<file path="src/rtl/mem_access_unit.sv">
// Load/store initiator for a word-only data memory.
// Sub-word stores use read-modify-write; loads are lane-extracted and sign/zero extended.
module mem_access_unit #(
    parameter int unsigned MEM_BYTES = 65536
) (
    input  logic        clock,
    input  logic        rst_n,
    input  logic        req_valid,
    output logic        req_ready,
    input  logic        req_we,
    input  logic [1:0]  req_size,
    input  logic        req_unsigned,
    input  logic [31:0] req_addr,
    input  logic [31:0] req_wdata,
    output logic        resp_valid,
    output logic [31:0] resp_rdata,
    output logic        resp_err,
    output logic        memWrite,
    output logic [31:0] address,
    output logic [31:0] writeData,
    input  logic [31:0] readData
);

    localparam logic [31:0] MemLimit = 32'(MEM_BYTES);

    typedef enum logic [2:0] {IDLE, RD, CAP, WR, RESP} state_t;

    state_t      state;
    logic        reqWe;
    logic        reqUnsigned;
    logic [1:0]  reqSize;
    logic [1:0]  reqLane;
    logic [31:0] reqWdata;
    logic        accept;
    logic        reqBad;

    function automatic logic [31:0] extractLoad(input logic [31:0] word, input logic [1:0] lane,
                                                input logic [1:0] size, input logic uns);
        logic [7:0]  b;
        logic [15:0] h;
        b = word[{lane, 3'b000} +: 8];
        h = word[{lane[1], 4'b0000} +: 16];
        case (size)
            2'd0:    extractLoad = uns ? {24'b0, b} : {{24{b[7]}}, b};
            2'd1:    extractLoad = uns ? {16'b0, h} : {{16{h[15]}}, h};
            default: extractLoad = word;
        endcase
    endfunction

    function automatic logic [31:0] mergeStore(input logic [31:0] word, input logic [1:0] lane,
                                               input logic [1:0] size, input logic [31:0] wdata);
        logic [31:0] res;
        res = word;
        case (size)
            2'd0:    res[{lane, 3'b000} +: 8] = wdata[7:0];
            2'd1:    res[{lane[1], 4'b0000} +: 16] = wdata[15:0];
            default: res = wdata;
        endcase
        return res;
    endfunction

    assign req_ready = (state == IDLE);
    assign accept    = req_valid && req_ready;
    assign reqBad    = (req_size == 2'd3)
                    || (req_size == 2'd1 && req_addr[0])
                    || (req_size == 2'd2 && req_addr[1:0] != 2'b00)
                    || (req_addr >= MemLimit);

    always_ff @(posedge clock or negedge rst_n) begin
        if (!rst_n) begin
            state       <= IDLE;
            memWrite    <= 1'b0;
            address     <= '0;
            writeData   <= '0;
            resp_valid  <= 1'b0;
            resp_rdata  <= '0;
            resp_err    <= 1'b0;
            reqWe       <= 1'b0;
            reqUnsigned <= 1'b0;
            reqSize     <= '0;
            reqLane     <= '0;
            reqWdata    <= '0;
        end else begin
            case (state)
                IDLE: begin
                    if (accept) begin
                        reqWe       <= req_we;
                        reqUnsigned <= req_unsigned;
                        reqSize     <= req_size;
                        reqLane     <= req_addr[1:0];
                        reqWdata    <= req_wdata;
                        address     <= {req_addr[31:2], 2'b00};
                        if (reqBad) begin
                            resp_valid <= 1'b1;
                            resp_err   <= 1'b1;
                            state      <= RESP;
                        end else if (req_we && req_size == 2'd2) begin
                            writeData <= req_wdata;
                            memWrite  <= 1'b1;
                            state     <= WR;
                        end else begin
                            state <= RD;
                        end
                    end
                end
                RD: state <= CAP;
                // readData now holds the addressed word
                CAP: begin
                    if (reqWe) begin
                        writeData <= mergeStore(readData, reqLane, reqSize, reqWdata);
                        memWrite  <= 1'b1;
                        state     <= WR;
                    end else begin
                        resp_rdata <= extractLoad(readData, reqLane, reqSize, reqUnsigned);
                        resp_valid <= 1'b1;
                        state      <= RESP;
                    end
                end
                WR: begin
                    memWrite   <= 1'b0;
                    resp_valid <= 1'b1;
                    state      <= RESP;
                end
                RESP: begin
                    resp_valid <= 1'b0;
                    resp_rdata <= '0;
                    resp_err   <= 1'b0;
                    state      <= IDLE;
                end
                default: state <= IDLE;
            endcase
        end
    end

endmodule

</file>
<file path="config.mk">
export PLATFORM = sky130hd
export DESIGN_NAME = mem_access_unit
export DESIGN_NICKNAME = d
export VERILOG_FILES = /design/src/rtl/mem_access_unit.sv
export SDC_FILE = /design/constraint.sdc
export NUM_CORES = 1
export LEC_CHECK = 0
export ABC_AREA = 1
export BUFFER_PORTS_ARGS = -buffer_cell sky130_fd_sc_hd__buf_2
export CAP_MARGIN = 10
export CORE_ASPECT_RATIO = 1.2
export CORE_UTILIZATION = 50
export CTS_CLUSTER_SIZE = 14
export DETAILED_ROUTE_END_ITERATION = 8
export PLACE_DENSITY = 0.76
export SKIP_LAST_GASP = 1
export SLEW_MARGIN = 20
export SYNTH_ARGS = -nofsm -noshare
export SYNTH_HDL_FRONTEND = slang
export SYNTH_SLANG_ARGS = --single-unit
</file>
<file path="constraint.sdc">
create_clock -name clock -period 3.4 [get_ports clock]
set_input_delay 0.68 -clock clock [delete_from_list [all_inputs] [get_ports clock]]
set_output_delay 0.68 -clock clock [all_outputs]
set_load 0.05 [all_outputs]
</file>
# Word level (Yosys, flattened, before mapping)
# Index checks and enable logic that the tools add are counted.
[word_totals]
register_bits = 138
out_inout_bits = 100
[classes]
shifts = 6
order_cmp = 1
addsub = 2
reduce_logical = 21
n_mux = 28
eq_ne = 14
[op_table]
columns = ["cell", "count"]
rows = [
  ["32-bit case mux with 2 select lines", 4],
  ["32-bit 2-to-1 mux", 7],
  ["32-bit bitwise mux", 2],
  ["32-bit by 17-bit greater-or-equal comparator with 1-bit output (second input constant)", 1],
  ["16-bit by 7-bit variable shift with 32-bit output (first input constant)", 1],
  ["8-bit by 7-bit variable shift with 32-bit output (first input constant)", 1],
  ["16-bit by 7-bit indexed part select with 32-bit output", 1],
  ["32-bit by 6-bit indexed part select with 16-bit output", 1],
  ["32-bit by 6-bit indexed part select with 8-bit output", 1],
  ["8-bit by 7-bit indexed part select with 32-bit output", 1],
  ["5-bit negator with 7-bit output", 2],
  ["3-bit case mux with 4 select lines", 1],
  ["5-bit AND reduction", 2],
  ["3-bit 2-to-1 mux", 3],
  ["2-bit nonzero test", 4],
  ["1-bit 2-to-1 mux", 7],
  ["3-bit by 2-bit == test with 1-bit output (second input constant)", 2],
  ["2-bit by 1-bit != test with 1-bit output (second input constant)", 3],
  ["2-bit != test (second input constant)", 3],
  ["2-bit by 1-bit == test with 1-bit output (second input constant)", 2],
  ["2-bit == test (second input constant)", 2],
  ["1-bit logical AND", 4],
  ["1-bit case mux with 4 select lines", 1],
  ["2-bit AND reduction", 2],
  ["other kinds (12)", 14],
]

# Logic depth before layout (Yosys ltp)
# Gate-level depths: netlist (run 1).
[logic_depth]
ltp_word = 8
ltp_mapped = 14
mapped_depth_nobuf = 11

# Worst setup path after synthesis (run 1)
# No wires, ideal clock.
[synth_path]
path_type = "register to register"
from = "register reqLane[1]"
to = "register writeData[0]"
setup_ps = 66
required_ps = 3334
path_stages_with_launch = 13
arrival_time_ps = 1986
path_buffers = 1
synth_period_minus_slack_ps = 2052
path_slack_ps = 1348
path_cell_list = "dfrtp_1 -> clkinv_1 -> clkbuf_1 -> ha_1 -> inv_1 -> nand2_1 -> o21ai_0 -> nand2_1 -> nand2_1 -> nor2_1 -> nor2_1 -> nand2_1 -> nand2_1"
[synth_between]
elab_chain_cells = 6
[synth_lines]
columns = ["item", "line", "text"]
rows = [
  ["start, declared", "32", "logic [1:0] reqLane;"],
  ["start signal, assigned", "90", "reqLane <= req_addr[1:0];"],
  ["5-bit negator with 7-bit output, on equally long branches", "56, 55", ""],
  ["16-bit by 7-bit indexed part select with 32-bit output (tied with other cells)", "56", "2'd1: res[{lane[1], 4'b0000} +: 16] = wdata[15:0];"],
  ["32-bit bitwise mux, on equally long branches", "56, 55", ""],
  ["32-bit case mux with 2 select lines *", "54", "case (size)"],
  ["32-bit 2-to-1 mux *", "109", "if (reqWe) begin"],
  ["32-bit case mux with 2 select lines *", "84", "case (state)"],
  ["end signal, assigned", "98", "writeData <= req_wdata;"],
  ["end signal, assigned", "110", "writeData <= mergeStore(readData, reqLane, reqSize, reqWdata);"],
  ["end, declared", "20", "output logic [31:0] writeData,"],
]
# Every way passes the cells marked *; elsewhere a longest branch is shown, timed or not. The select of a mux whose other input is x is not followed.
# A chain may end at the register's enable or synchronous reset.

# Final worst setup path (run 1)
[layout_path]
from = "register reqLane[0]"
to = "register writeData[6]"
[layout_between]
elab_chain_cells = 6
[layout_lines]
columns = ["item", "line", "text"]
rows = [
  ["5-bit negator with 7-bit output *", "55", "2'd0: res[{lane, 3'b000} +: 8] = wdata[7:0];"],
  ["8-bit by 7-bit indexed part select with 32-bit output / 8-bit by 7-bit variable shift with 32-bit output (equally long branches)", "55", ""],
  ["32-bit bitwise mux *", "55", ""],
  ["32-bit case mux with 2 select lines *", "54", ""],
  ["32-bit 2-to-1 mux *", "109", ""],
  ["32-bit case mux with 2 select lines *", "84", ""],
]
# Marked as above.

==> results_dict.tcl, run 1 <==
set metrics [dict create \
    outcome "completed" \
    critPathLaunchType "flop" \
    hold_viol_final 0 \
    drive_above_1_share_pct 23.0 \
    clock_latency_ps 430 \
    fmax_mhz 358 \
    overflow 0 \
    io-pin-count 203 \
    combPwrFrac_pct 53.7 \
    grt_pass1_wl_mm 38.0 \
    fin_nets 1357 \
    max-cap-violations 0 \
    ctsHoldBuffers 0 \
    routed_via_density 5.33 \
    total_power_mw 10.2 \
    core_mm2 0.0151 \
    setup_tns_ps 0 \
    cp_max_fo 19 \
    power_density_mw_per_mm2 1080 \
    grt_use_met3_pct 6.75 \
    dr.pass1.iters 5 \
    busiest_layer "met2" \
    multi_input_area_mm2 0.00373 \
    final_util_pct 62.6 \
    nFillCells 1405 \
    worstMarginPinSlew_ps 949 \
    critPathMaxStageDelay_ps 710 \
    met1_usage_pct 38.2 \
    die_y_um 139 \
    slew_headroom_pct 36.7 \
    cts_inserted_buffers 17 \
    ant_nets 0 \
    initial_utilization_pct 51.8 \
    fin_skew_ps 9.60 \
    ff_latch_area_mm2 0.00345 \
    drt_iter0_drc 600 \
    met2_usage_pct 50.5 \
    syn_area_mm2 0.00785 \
    clockBufferDepth 2 \
    vias 7805 \
    clock-sinks 138 \
    first_global_vias 7515 \
    htree_levels 4 \
    dp_slack_ps 798 \
    syn_inst 1082 \
    drc 0 \
    layout_setup_ws_ps 604 \
    grtUsageTotal_pct 30.5 \
    yosysSeqAreaShare_pct 44.0 \
    clk_pin_slew_ps 60 \
    antenna_found_initial 0 \
    vdd_drop_max_uv 805 \
    design_area_mm2 0.00948 \
    row_count 49 \
    synth_warnings 0 \
    cp.arrival_ps 3120 \
    ctsResizeCount 0 \
    cpMostUsedCell "nand2_1" \
    fp.dieArea_mm2 0.0162 \
    grt_max_degree 92 \
    place_area_mm2 0.00890 \
    ys_seq_elements 138 \
    avgSynthCellArea_um2 7.26 \
    hpwl_mm 17.2 \
    cts_root_buf "clkbuf_16" \
    crit_chain "inv_1 > ha_1 > inv_1 > nand2_1 > o21ai_0 > nand2_1 > nand3_1 > nand2_1 > o21ai_0" \
    p_leak_nw 5.21 \
    cp_top_family "flip-flops" \
    p_sw_mw 5.39 \
    internal_power_mw 4.85 \
    clkPwrFrac_pct 17.7 \
    finalCritPeriodShare_pct 82.2 \
    routed_wirelength_mm 23.6 \
    critPathKind "reg -> reg" \
    end_kind "flop" \
    seqPwrFrac_pct 28.6 \
    synth_cell_types 28 \
    maxSlewViolCount 0 \
    syn_to_final_growth_pct 20.7 \
    port_buffers 200 \
    globalplace.congestion 0.973 \
    critPathBufInv 2 \
    die_x_um 116 \
    cts_setup_buffers 0 \
    rsz0062_at_grt "false" \
    critPathRequiredTime_ps 3720 \
    worst_path_max_delay_cell "dfrtp_1" \
    wire_per_inst_um 16.1 \
    p_sw_share_pct 52.6 \
    final-setup-viol-count 0 \
    diodes 0 \
    final.min_clock_period_ps 2800 \
    hp-class "in -> async" \
    cts_tree "done" \
]
[Yosys cell counts]
cell,number,share of area [%]
nand2_2,2,0.16
nand2_4,2,0.29
nand4_1,10,0.80
nor2_4,1,0.14
nand3_1,53,3.4
buf_4,4,0.38
mux2_2,31,4.4
clkbuf_1,31,1.5
nand3_4,2,0.45
nor3_1,1,0.064
conb_1,1,0.048
o221ai_1,2,0.22
buf_2,23,1.5
inv_1,91,4.4
o211ai_1,23,2.2
nor2_2,1,0.080
ha_1,5,0.80
or2_2,3,0.24
nor2_1,73,3.5
nand2_1,388,19
o21ai_0,120,7.7
buf_6,4,0.57
dfrtp_1,138,44
clkinv_1,2,0.096
a21oi_1,61,3.9
mux2_1,3,0.43
buf_1,2,0.096
inv_2,5,0.24
[through the flow]
stage	hold WS (ps)	std cells
after floorplan	384	1083
after CTS	195	1465
after global placement	451	1434
after global routing	216	1465
after detailed placement	460	1434
final	184	1465
[placed cells by master (no fill, tap or decap), types with 3 or more instances in the layout]
cell type   instances
inv_1              91
mux2_1              3
or2_2               3
a21oi_1            61
inv_2               5
nand4_1            10
buf_2             199
clkbuf_16          17
nand3_1            53
nor2_1             72
mux2_2             31
o21ai_0           120
ha_1                5
clkbuf_8            4
nand2_1           388
clkinv_2            3
nand2_4             3
clkinvlp_4          4
buf_4              10
dfrtp_1           138
o211ai_1           23
[state kept, by name, summed over array words and instances, names as in the netlist]
| register | flops |
|---|---|
| reqWdata | 32 |
| resp_rdata | 32 |
| writeData | 32 |
| address | 30 |
| state | 3 |
| reqLane | 2 |
| reqSize | 2 |
| memWrite | 1 |
| reqUnsigned | 1 |
| reqWe | 1 |
| resp_err | 1 |
| resp_valid | 1 |
[cell type report]
type                    count  area share (%)
clock buffers              21            5.07
clock inverters            10           0.977
inverters                  98            3.88
multi-input cells         783            39.3
flip-flops and latches    138            36.4
well taps                 204            2.69
repair buffers            211            11.6
[layer usage]
metal | part of all wire [%] | routed length, µm | up-vias
met5 | 0 | 0 | -
met2 | 48 | 11400 | 337
met1 | 41 | 9580 | 3619
met3 | 8.1 | 1900 | 50
li1 | - | - | 3799
met4 | 3.0 | 708 | 0
[cell families after synthesis]
kind of cell	share of synthesized area [%]
AOI/OAI and AO/OA	14.0
adders and majority gates	0.797
buffers and inverters	8.69
DFF	44.0
muxes	4.88
other	0.0478
and+or+nand+nor	27.6
[final timing paths]
path / startpoint / to / slack, ps / depth (start not counted)
max: reqLane[0] / writeData[6] / 600 / 9
min: rst_n / resp_rdata[15] / 180 / 1
max reg2reg: reqLane[0] / writeData[6] / 600 / 9
min reg2reg: resp_rdata[22] / resp_rdata[22] / 470 / 2
max in group asynchronous: rst_n / state[2] / 2470 / 2
min in group clock: resp_rdata[22] / resp_rdata[22] / 470 / 2
[power by group through the flow]
stage | Sequential [mW] | Clock (mW) | Combinational, mW
2_1_floorplan | 4.31 | 0 | 2.73
3_3_place_gp | 2.91 | 0 | 5.39
3_5_place_dp | 2.92 | 0 | 5.46
4_1_cts | 2.91 | 1.82 | 5.48
5_1_grt | 3.00 | 1.90 | 6.00
6_report | 2.92 | 1.81 | 5.50
(Power assumes the default switching activity.)
==> run 2: changes to the inputs <==
ABC_AREA = 0   (was 1)
PLACE_DENSITY = 0.77   (was 0.76)
clock period = 2.68 ns   (was 3.4 ns; I/O delays follow)
==> run 2 against run 1 <==
- utilization grew 1.7 points
- largest cell class unchanged
- sequential cell count stayed put
- first-iteration DRC count grew 14%
- clock-buffer cell count rose by 1
==> results_dict.tcl, run 2 <==
set metrics [dict create \
    clockBufferDepth 2 \
    row_count 48 \
    synth.most_common_cell "dfrtp_1" \
    total_power_mw 6.30 \
    final.min_clock_period_ps 2440 \
    drive_above_1_share_pct 40.6 \
    max-cap-violations 0 \
    finalCritPeriodShare_pct 91.2 \
    cp.arrival_ps 2760 \
    synth_top_area_share_pct 46.1 \
    clk_pin_slew_ps 60 \
    cts_root_buf "clkbuf_16" \
    hpwl_mm 16.3 \
    final_cell_mix "buf_2 (199), dfrtp_1 (137), mux2_2 (73)" \
    synth_edf_count 0 \
    grt_pass1_wl_mm 34.7 \
    die_y_um 136 \
    rsz0062_at_grt "false" \
    reg2reg_from "reqLane[0]" \
    core_mm2 0.0145 \
    critPathRequiredTime_ps 3000 \
    io-pin-count 203 \
    initial_utilization_pct 51.6 \
    rrSetupSlack_ps 240 \
    antenna_found_initial 0 \
    clock_latency_ps 430 \
    syn_inst 680 \
    critPathBufInv 1 \
    grt_max_degree 76 \
    htree_levels 4 \
    synthArstFlopShare_pct 100 \
    synthFlopType "dfrtp_1" \
    drt_iter0_drc 682 \
    ctsHoldBuffers 0 \
    fin_skew_ps 17.2 \
    drc 0 \
    globalplace.congestion 0.889 \
    crit_chain "inv_1 > ha_1 > or3b_1 > o32ai_1 > o22ai_1 > a221oi_1" \
    critPathKind "reg -> reg" \
    final_common_cell "buf_2" \
    ant_nets 0 \
    fmax_mhz 409 \
    yosysSeqAreaShare_pct 46.1 \
    diodes 0 \
    outcome "completed" \
    critPathLaunchType "flop" \
    maxSlewViolCount 0 \
    ctsResizeCount 0 \
    power_density_mw_per_mm2 675 \
    dr.pass1.iters 6 \
    final-setup-viol-count 0 \
    hp-class "in -> async" \
    vias 6619 \
    wire_per_inst_um 20.9 \
    worst_path_max_delay_cell "or3b_1" \
    synth_cell_types 62 \
    synth_warnings 0 \
    routed_via_density 6.15 \
    worstReg2RegEnd "writeData[21]" \
    cp_max_fo 16 \
    end_kind "flop" \
    yosysTopAreaCell "dfrtp_1" \
    overflow 0 \
    synth.top_cells.by_count "dfrtp_1 (138), mux2_2 (73), nand2_1 (41)" \
    fin_nets 971 \
    cp_top_family "compound AO/OA/AOI/OAI gates" \
    grtUsageTotal_pct 29.6 \
    ys_seq_elements 138 \
    avgSynthCellArea_um2 11.0 \
    clock-sinks 138 \
    slew_headroom_pct 34.9 \
    cts_tree "done" \
    cts_inserted_buffers 17 \
    setup_tns_ps 0 \
    routed_wirelength_mm 22.5 \
    first_global_vias 6480 \
    p_leak_nw 4.40 \
    critPathMaxStageDelay_ps 630 \
    nFillCells 1231 \
    hold_viol_final 0 \
    port_buffers 200 \
    fp.dieArea_mm2 0.0155 \
    cts_setup_buffers 0 \
    yosys-top-cells-area "dfrtp_1 (46%), mux2_2 (11%), a221o_1 (4.3%)" \
    syn_to_final_growth_pct 24.6 \
    reg2reg_depth 6 \
    worstMarginPinSlew_ps 976 \
    reg.largest.list "reqWdata: 32 flops, resp_rdata: 32 flops, writeData: 32 flops" \
    vdd_drop_max_uv 475 \
    syn_area_mm2 0.00750 \
    die_x_um 114 \
]
==> run 2: changes by cell type after synthesis, moves of 24 or more <==
cell and change:
a21oi_1 -50, a221o_1 +32, inv_1 -54, mux2_2 +42
nand2_1 -347, nand3_1 -52, nor2_1 -54, nor3_1 +24
o21ai_0 -106
==> run 2: logic make-up after synthesis <==
kind of cell | after synthesis | synth area share, %
AOI/OAI and AO/OA | 193 | 21.5
and+or+nand+nor | 157 | 11.9
DFF | 138 | 46.1
buffers and inverters | 100 | 6.26
muxes | 86 | 13.4
adders and majority gates | 5 | 0.835
other | 1 | 0.0500
==> run 2: final cells by class <==
cell class / count / area (µm²) / share of cell area (%)
well taps: 200 / 250 / 2.68
repair buffers: 226 / 1240 / 13.3
clock inverters: 10 / 188 / 2.01
flip-flops and latches: 138 / 3450 / 37.0
inverters: 37 / 139 / 1.49
multi-input cells: 443 / 3590 / 38.5
clock buffers: 22 / 474 / 5.08
==> run 2: worst max-delay path by stage <==
| stage | start | depth (start not counted) | to |
|---|---|---|---|
| finish | reqLane[0] | 6 | writeData[21] |
| global route | reqLane[1] | 7 | writeData[10] |
| CTS | reqLane[0] | 6 | writeData[21] |
| detailed placement | req_addr[31] | 5 | writeData[25] |
| global placement | reqLane[0] | 6 | writeData[30] |
| floorplan | reqLane[1] | 10 | writeData[22] |
==> run 2: power by group <==
part	internal (mW)	leakage (nW)	total, mW	switching [mW]
clock network	1.73	0.317	2.63	0.902
logic	0.453	2.40	1.27	0.820
registers	2.24	1.68	2.40	0.157
==> run 2: stage by stage <==
step	cells	setup WS, ps	area [µm²]	hold slack [ps]	utilization (%)
floorplan	681	66.1	7500	240	-
global placement	1044	196	8670	459	59.7
detailed placement	1044	301	8680	455	59.7
CTS	1076	271	9340	173	64.3
global route	1076	62.8	9340	203	64.3
finish	1076	236	9340	154	64.3
==> run 2: worst reg2reg max path, stage by stage (launching register included) <==
cell	delay, ps
dfrtp_1	340
inv_1	90
ha_1	340
or3b_1	630
o32ai_1	520
o22ai_1	150
a221oi_1	260
==> run 2: metal layers <==
layer / wire [µm] / global-route usage [%] / up-vias
met3: 2080 / 7.40 / 47
met5: 0 / 0 / -
met4: 666 / 12.6 / 0
li1: - / - / 2973
met1: 8840 / 37.0 / 3214
met2: 10900 / 48.7 / 385
